===== config.mk =====
export PLATFORM = sky130hd
export DESIGN_NAME = bcd_display_formatter
export DESIGN_NICKNAME = d
export VERILOG_FILES = /design/src/rtl/bcd_display_formatter.sv
export SDC_FILE = /design/constraint.sdc
export NUM_CORES = 1
export LEC_CHECK = 0
export ABC_AREA = 1
export CORE_ASPECT_RATIO = 0.6
export CORE_MARGIN = 2
export CORE_UTILIZATION = 30
export CTS_CLUSTER_DIAMETER = 80
export DETAILED_ROUTE_END_ITERATION = 12
export DONT_BUFFER_PORTS = 1
export HOLD_SLACK_MARGIN = 0.06
export SYNTH_ARGS = -nofsm -noshare
export SYNTH_HDL_FRONTEND = slang
export SYNTH_SLANG_ARGS = --single-unit
export TNS_END_PERCENT = 30

===== constraint.sdc =====
create_clock -name clk_in -period 2.1 [get_ports clk_in]
set_input_delay 0.42 -clock clk_in [delete_from_list [all_inputs] [get_ports clk_in]]
set_output_delay 0.42 -clock clk_in [all_outputs]
set_load 0.005 [all_outputs]

===== src/rtl/bcd_display_formatter.sv =====
// ---------------------------------------------------------------------------
// bcd_display_formatter
//
// Purpose:
//   Converts an unsigned 27-bit binary value into eight packed BCD digits for
//   the 8-digit seven-segment display controller. The conversion is an
//   iterative double-dabble (shift-and-add-3) loop that takes 27 cycles. It is
//   followed by one DONE cycle in which the result is published.
//   Values above 99_999_999 cannot be shown on eight digits. For those values
//   the output saturates to all nines and overflow_out is raised.
//
// Ports:
//   clk_in        in   1   system clock, rising-edge active
//   rst_in        in   1   synchronous, active-high reset
//   value_in      in  27   binary value, sampled only when a request is accepted
//   valid_in      in   1   request strobe, accepted when busy_out is low
//   busy_out      out  1   conversion in progress or completing (state != IDLE)
//   bcd_out       out 32   last completed result, digit 0 in [3:0]; held
//   valid_out     out  1   one-cycle pulse when bcd_out first shows a new result
//   overflow_out  out  1   last completed result was saturated; held with bcd_out
//
// Handshake: a request is taken on the rising edge where valid_in=1 and
// busy_out=0. If valid_in is high while busy_out=1, the request is dropped
// with no effect. The result is never back-pressured: valid_out is a single
// pulse, and bcd_out/overflow_out keep their values until the next result.
// ---------------------------------------------------------------------------
module bcd_display_formatter (
   input  logic        clk_in,
   input  logic        rst_in,
   input  logic [26:0] value_in,
   input  logic        valid_in,
   output logic        busy_out,
   output logic [31:0] bcd_out,
   output logic        valid_out,
   output logic        overflow_out
);

   typedef enum logic [1:0] {
      IDLE    = 2'd0,
      CONVERT = 2'd1,
      DONE    = 2'd2
   } state_t;

   localparam logic [26:0] MAX_DISPLAYABLE = 27'd99_999_999;
   localparam logic [31:0] SATURATED_BCD   = 32'h9999_9999;
   localparam logic [4:0]  LAST_ITERATION  = 5'd26;

   state_t      state_q, state_d;
   logic [26:0] bin_q, bin_d;          // binary shift register, MSB first
   logic [31:0] work_q, work_d;        // BCD working register
   logic [4:0]  cnt_q, cnt_d;          // iteration counter
   logic        ovf_q, ovf_d;          // overflow flag of the accepted value
   logic [31:0] bcd_q, bcd_d;          // published result
   logic        ovf_out_q, ovf_out_d;  // published overflow flag

   logic [31:0] adj;                   // working register after add-3 step
   logic [31:0] shifted_work;          // BCD half of the shifted concatenation

   // Add-3 correction: each nibble that is 5 or more gets 3 added, so that
   // doubling it carries correctly into the next decimal digit. The largest
   // possible result is 9 + 3 = 12, which still fits in four bits.
   always_comb begin
      adj = work_q;
      for (int i = 0; i < 8; i++) begin
         if (work_q[4*i +: 4] >= 4'd5) begin
            adj[4*i +: 4] = work_q[4*i +: 4] + 4'd3;
         end
      end
   end

   // {adj, bin} shifted left by one: the binary MSB enters the BCD LSB.
   assign shifted_work = {adj[30:0], bin_q[26]};

   always_comb begin
      state_d   = state_q;
      bin_d     = bin_q;
      work_d    = work_q;
      cnt_d     = cnt_q;
      ovf_d     = ovf_q;
      bcd_d     = bcd_q;
      ovf_out_d = ovf_out_q;

      case (state_q)
         IDLE: begin
            if (valid_in) begin
               bin_d   = value_in;
               work_d  = 32'h0000_0000;
               cnt_d   = 5'd0;
               ovf_d   = (value_in > MAX_DISPLAYABLE);
               state_d = CONVERT;
            end
         end

         CONVERT: begin
            work_d = shifted_work;
            bin_d  = {bin_q[25:0], 1'b0};
            cnt_d  = cnt_q + 5'd1;
            // Overflowing values still run every iteration so that latency is
            // uniform. Their working result is replaced by all nines here.
            if (cnt_q == LAST_ITERATION) begin
               state_d   = DONE;
               bcd_d     = ovf_q ? SATURATED_BCD : shifted_work;
               ovf_out_d = ovf_q;
            end
         end

         DONE: begin
            state_d = IDLE;
         end

         default: begin
            state_d = IDLE;
         end
      endcase
   end

   always_ff @(posedge clk_in) begin
      if (rst_in) begin
         state_q   <= IDLE;
         bin_q     <= 27'd0;
         work_q    <= 32'h0000_0000;
         cnt_q     <= 5'd0;
         ovf_q     <= 1'b0;
         bcd_q     <= 32'h0000_0000;
         ovf_out_q <= 1'b0;
      end else begin
         state_q   <= state_d;
         bin_q     <= bin_d;
         work_q    <= work_d;
         cnt_q     <= cnt_d;
         ovf_q     <= ovf_d;
         bcd_q     <= bcd_d;
         ovf_out_q <= ovf_out_d;
      end
   end

   assign busy_out     = (state_q != IDLE);
   assign valid_out    = (state_q == DONE);
   assign bcd_out      = bcd_q;
   assign overflow_out = ovf_out_q;

endmodule


; ---- After elaboration in Yosys (flattened, before gate mapping)
; Cells that the tools add are included.
[totals]
reg_bits = 100
output_inout_bits = 35
[op_classes]
n_addsub = 9
order_cmp = 9
n_eq_ne = 5
mux = 18
n_reduce_logical = 7
[ops]
columns = operator, count
row1 = $mux W32, 2
row2 = $pmux W32 S2, 1
row3 = $pmux W27 S2, 1
row4 = $ge A4 B3 Y1 const B, 8
row5 = $add A4 B2 Y4 const B, 7
row6 = $mux W4, 7
row7 = $gt A27 B27 Y1 const B, 1
row8 = $mux W27, 1
row9 = $pmux W5 S2, 1
row10 = $reduce_and A2 Y1, 4
row11 = $add A5 B1 Y5 const B, 1
row12 = $eq A5 B5 Y1 const B, 1
row13 = $mux W5, 1
row14 = $mux W2, 2
row15 = $ne A2 B2 Y1 const B, 2
row16 = $pmux W2 S2, 1
row17 = $reduce_bool A2 Y1, 2
row18 = $add A3 B2 Y3 const B, 1
row19 = $mux W3, 1
row20 = $eq A2 B1 Y1 const B, 1
row21 = $eq A2 B2 Y1 const B, 1
row22 = $logic_not A2 Y1, 1

; ---- Longest topological paths before layout
[logic_depth]
ltp_word = 3
depth_mapped = 9
ltp_nobuf = 9

; ---- Least setup slack after synthesis
; Ideal clock, no wire load.
[synth_timing]
kind = register to register
startpoint = register work_q[8]
endpoint = register work_q[12]
setup_ns = 0.070
arrival_time_ns = 1.373
t_required_ns = 2.030
slack_ns = 0.657
stages_incl_launch_ff = 7
period_less_slack_ns = 1.443
path_cell_list = dfxtp_1 inv_1 ha_1 o21ai_0 a21boi_0 nand2_1 a21oi_1
[synth_between]
elab_chain_cells = 3
word_cells_on_any_way = 4
[synth_lines]
columns = element, line
row1 = "start, declared", 50  ; logic [31:0] work_q, work_d;
row2 = "start signal, assigned", 129  ; work_q <= work_d;
row3 = $add A4 B2 Y4 / $ge A4 B3 Y1 (equally long branches), "66, 65"
row4 = $mux W4 *, 65  ; if (work_q[4*i +: 4] >= 4'd5) begin
row5 = $pmux W32 S2 *, 83  ; case (state_q)
; Every way passes the cells marked *; elsewhere a longest branch is shown, timed or not.
; A chain may end at the register's enable or synchronous reset.

; ---- Worst setup path after layout
; Same ends and word-level chain as after synthesis.

==> summary.md <==
| Metric | Value |
|---|---|
| Status | finished clean |
| All-layer global routing usage | 14.0% |
| CP Class | register to register |
| Skew-Pair Late Insertion Delay | 0.35 ns |
| Startpoint types | register |
| Post-Synthesis Net Count | 680 |
| Most frequent cells in the layout | nand2_1, dfxtp_1, a21oi_1 |
| Reg power frac | 49.2% |
| Post-route ant nets | 0 |
| Met3 Track Usage GR | 5.74% |
| Netlist Area Pre-Place | 4730 um^2 |
| Vias/cell | 4.73 |
| P per Cell Area | 770 nW/um^2 |
| Synth cell types | 34 |
| CTS tree | built |
| Max FO, Critical Path | 5 |
| Sw Pwr | 0.000912 W |
| Max-slew violations | 0 |
| Critical Path AT | 1.99 ns |
| Hold_ws | 0.138 ns |
| Final net count | 668 |
| Pint | 0.00312 W |
| Worst slew pin tran | 0.493 ns |
| M1 GR Usage | 19.0% |
| F_max | 586 MHz |
| Post-CTS resize count | 0 |
| Setup TNS | 0 ns |
| Most common cell after layout, fill and taps aside | nand2_1 |
| Sequential share of the synthesized area | 42.3% |
| Final setup fails | 0 |
| # hold bufs at CTS | 0 |
| Final hold viol count | 0 |
| Tmin final | 1.71 ns |
| Gpl congestion | 0.769 |
| Post-synthesis cell count | 632 |
| CP Capture Type | register |
| Setup Buffers After CTS | 0 |
| Die Span Y | 101 um |
| Initial antenna violation count | 0 |
| Tcrit/Tclk final | 81.2% |
| Synthesis-stage register bit count | 100 |
| First-pass GRT wire length | 19.0 mm |
| Share of cells above drive strength 1 | 7.04% |
| Full die area | 16800 um^2 |
| Comb pwr share | 6.7% |
| Num rows | 35 |
| Synth warn | 0 |
| Post-Route WL | 11.2 mm |
| TritonRoute pass-1 iters | 4 |
| Vias in the first global route | 3738 |
| Pleak | 1.99 nW |
| Antenna cells | 0 |
| Min-delay src | rst_in |
| Grt peak-use layer | met2 |
| DRC errors left | 0 |
| Total gr overflow | 0 |
| Starting density of the core | 30.8% |
| Worst hold path class | input pin to register |
| Max-cap violations | 0 |
| GRT met2 Usage | 20.4% |
| CP required | 2.38 ns |
| R2r startpoint | work_q[8]$_SDFFE_PP0P_ |
| CTS root buf | clkbuf_16 |
| Critical path startpoint | work_q[8]$_SDFFE_PP0P_ |
| Syn avg cell area | 7.49 um^2 |
| Reg clk slew, reported paths | 0.07 ns |
| Max VDD drop | 0.381 mV |
| Sink Count | 100 |
| Sw Share | 22.7% |
| Area growth syn-to-layout | 10.5% |
| Slew Limit Headroom | 66.8% |
| Setup Skew | 0.00498 ns |
| RSZ-0062 raised after global routing | false |
| Dpl hpwl | 7.62 mm |
| Max clock buf depth | 2 |
| I/O pins | 65 |
| Clk pwr share | 44.1% |
| Die W | 166 um |
| Core area | 15400 um^2 |
| TritonCTS Buffers | 9 |
| DR vias | 3918 |
| Htree depth | 3 |
| Largest net degree at the start of global routing | 63 |
| Routed wire per std cell | 13.6 um |
| # port buffers | 0 |
| Initial detailed-routing violation count | 182 |
power groups by stage:
| stage | logic (W) | registers (W) | clock network [W] |
|---|---|---|---|
| 2_1_floorplan | 0.000227 | 0.00202 | 0 |
| 3_3_place_gp | 0.000272 | 0.00203 | 0 |
| 3_5_place_dp | 0.000272 | 0.00202 | 0 |
| 4_1_cts | 0.000273 | 0.00198 | 0.00183 |
| 5_1_grt | 0.000305 | 0.00199 | 0.00190 |
| 6_report | 0.000270 | 0.00198 | 0.00178 |
flip-flops by register name, summed over array words and instances, names as in the netlist:
signal / count
bcd_out: 32
work_q: 32
overflow_out: 1
state_q: 2
ovf_q: 1
bin_q: 27
cnt_q: 5
cell type report:
cell class                 instances  area, um^2
clock buffer                      11         243
inverter                          79         299
tap                              203         254
sequential                       100        2000
multi-input combinational        423        2280
fill                            1624       10100
clock inverter                     5        75.1
timing repair buffer               7        77.6
critical path: stages (launching register included):
cell and delay (ns):
dfxtp_1 0.42, inv_1 0.07, ha_1 0.23, o21ai_0 0.42, a21boi_0 0.29, nand2_1 0.09
a21oi_1 0.13
worst paths after layout:
kind | to | slack, ns | depth (start not counted)
max | work_q[12]$_SDFFE_PP0P_ | 0.39 | 6
min | bcd_out[18]$_SDFFE_PP0P_ | 0.14 | 1
max reg2reg | work_q[12]$_SDFFE_PP0P_ | 0.39 | 6
min reg2reg | bin_q[23]$_SDFFE_PP0P_ | 0.45 | 2
cells by family (layout without fill, tap and decap cells):
| kind of cell | count (synthesis) | in the layout | synth area share (%) |
|---|---|---|---|
| AOI/OAI and AO/OA | 176 | 176 | 22.4 |
| and+or+nand+nor | 221 | 221 | 19.5 |
| DFF | 100 | 100 | 42.3 |
| xor gates and xnor gates | 8 | 8 | 1.48 |
| adders and majority gates | 18 | 18 | 4.76 |
| buffers and inverters | 109 | 102 | 9.52 |
synthesized netlist by cell type:
master	count	area (um^2)
o21ai_0	33	165
dfxtp_1	100	2000
o221ai_1	15	131
ha_1	18	225
buf_2	10	50.1
buf_1	1	3.75
inv_4	1	6.26
nor2_4	2	22.5
xor2_1	8	70.1
o221a_2	3	33.8
inv_1	74	278
or2_2	6	37.5
nand3_1	5	25.0
nand2_4	1	11.3
nor2_8	2	40.0
nand4_2	1	12.5
nor2_1	48	180
a221oi_2	1	15.0
nand4_1	3	18.8
a21oi_1	94	470
o221a_1	3	33.8
nand2_2	1	6.26
a21boi_0	6	45.0
buf_4	3	22.5
buf_6	2	22.5
o211ai_1	1	7.51
a221oi_1	9	78.8
nand2_1	152	571
o21a_1	7	52.6
clkbuf_1	14	52.6
inv_2	4	15.0
o31ai_1	1	7.51
a22oi_1	1	7.51
a31oi_1	2	12.5
per-layer routing:
metal	part of all wire (%)	vias up
li1	-	2051
met1	51	1781
met2	40	70
met3	7.7	16
met4	1.5	0
met5	0	-
stage by stage:
step / utilization (%) / setup WS (ns) / std cells / total power (W) / area (um^2)
finish: 34.0 / 0.394 / 828 / 0.00403 / 5230
global route: 34.0 / 0.180 / 828 / 0.00419 / 5230
CTS: 34.0 / 0.388 / 828 / 0.00408 / 5230
detailed placement: 32.0 / 0.409 / 812 / 0.00230 / 4910
global placement: 32.0 / 0.416 / 812 / 0.00230 / 4910
floorplan: - / 0.657 / 632 / 0.00225 / 4730
Note: power is estimated with default switching activity, not from simulation.
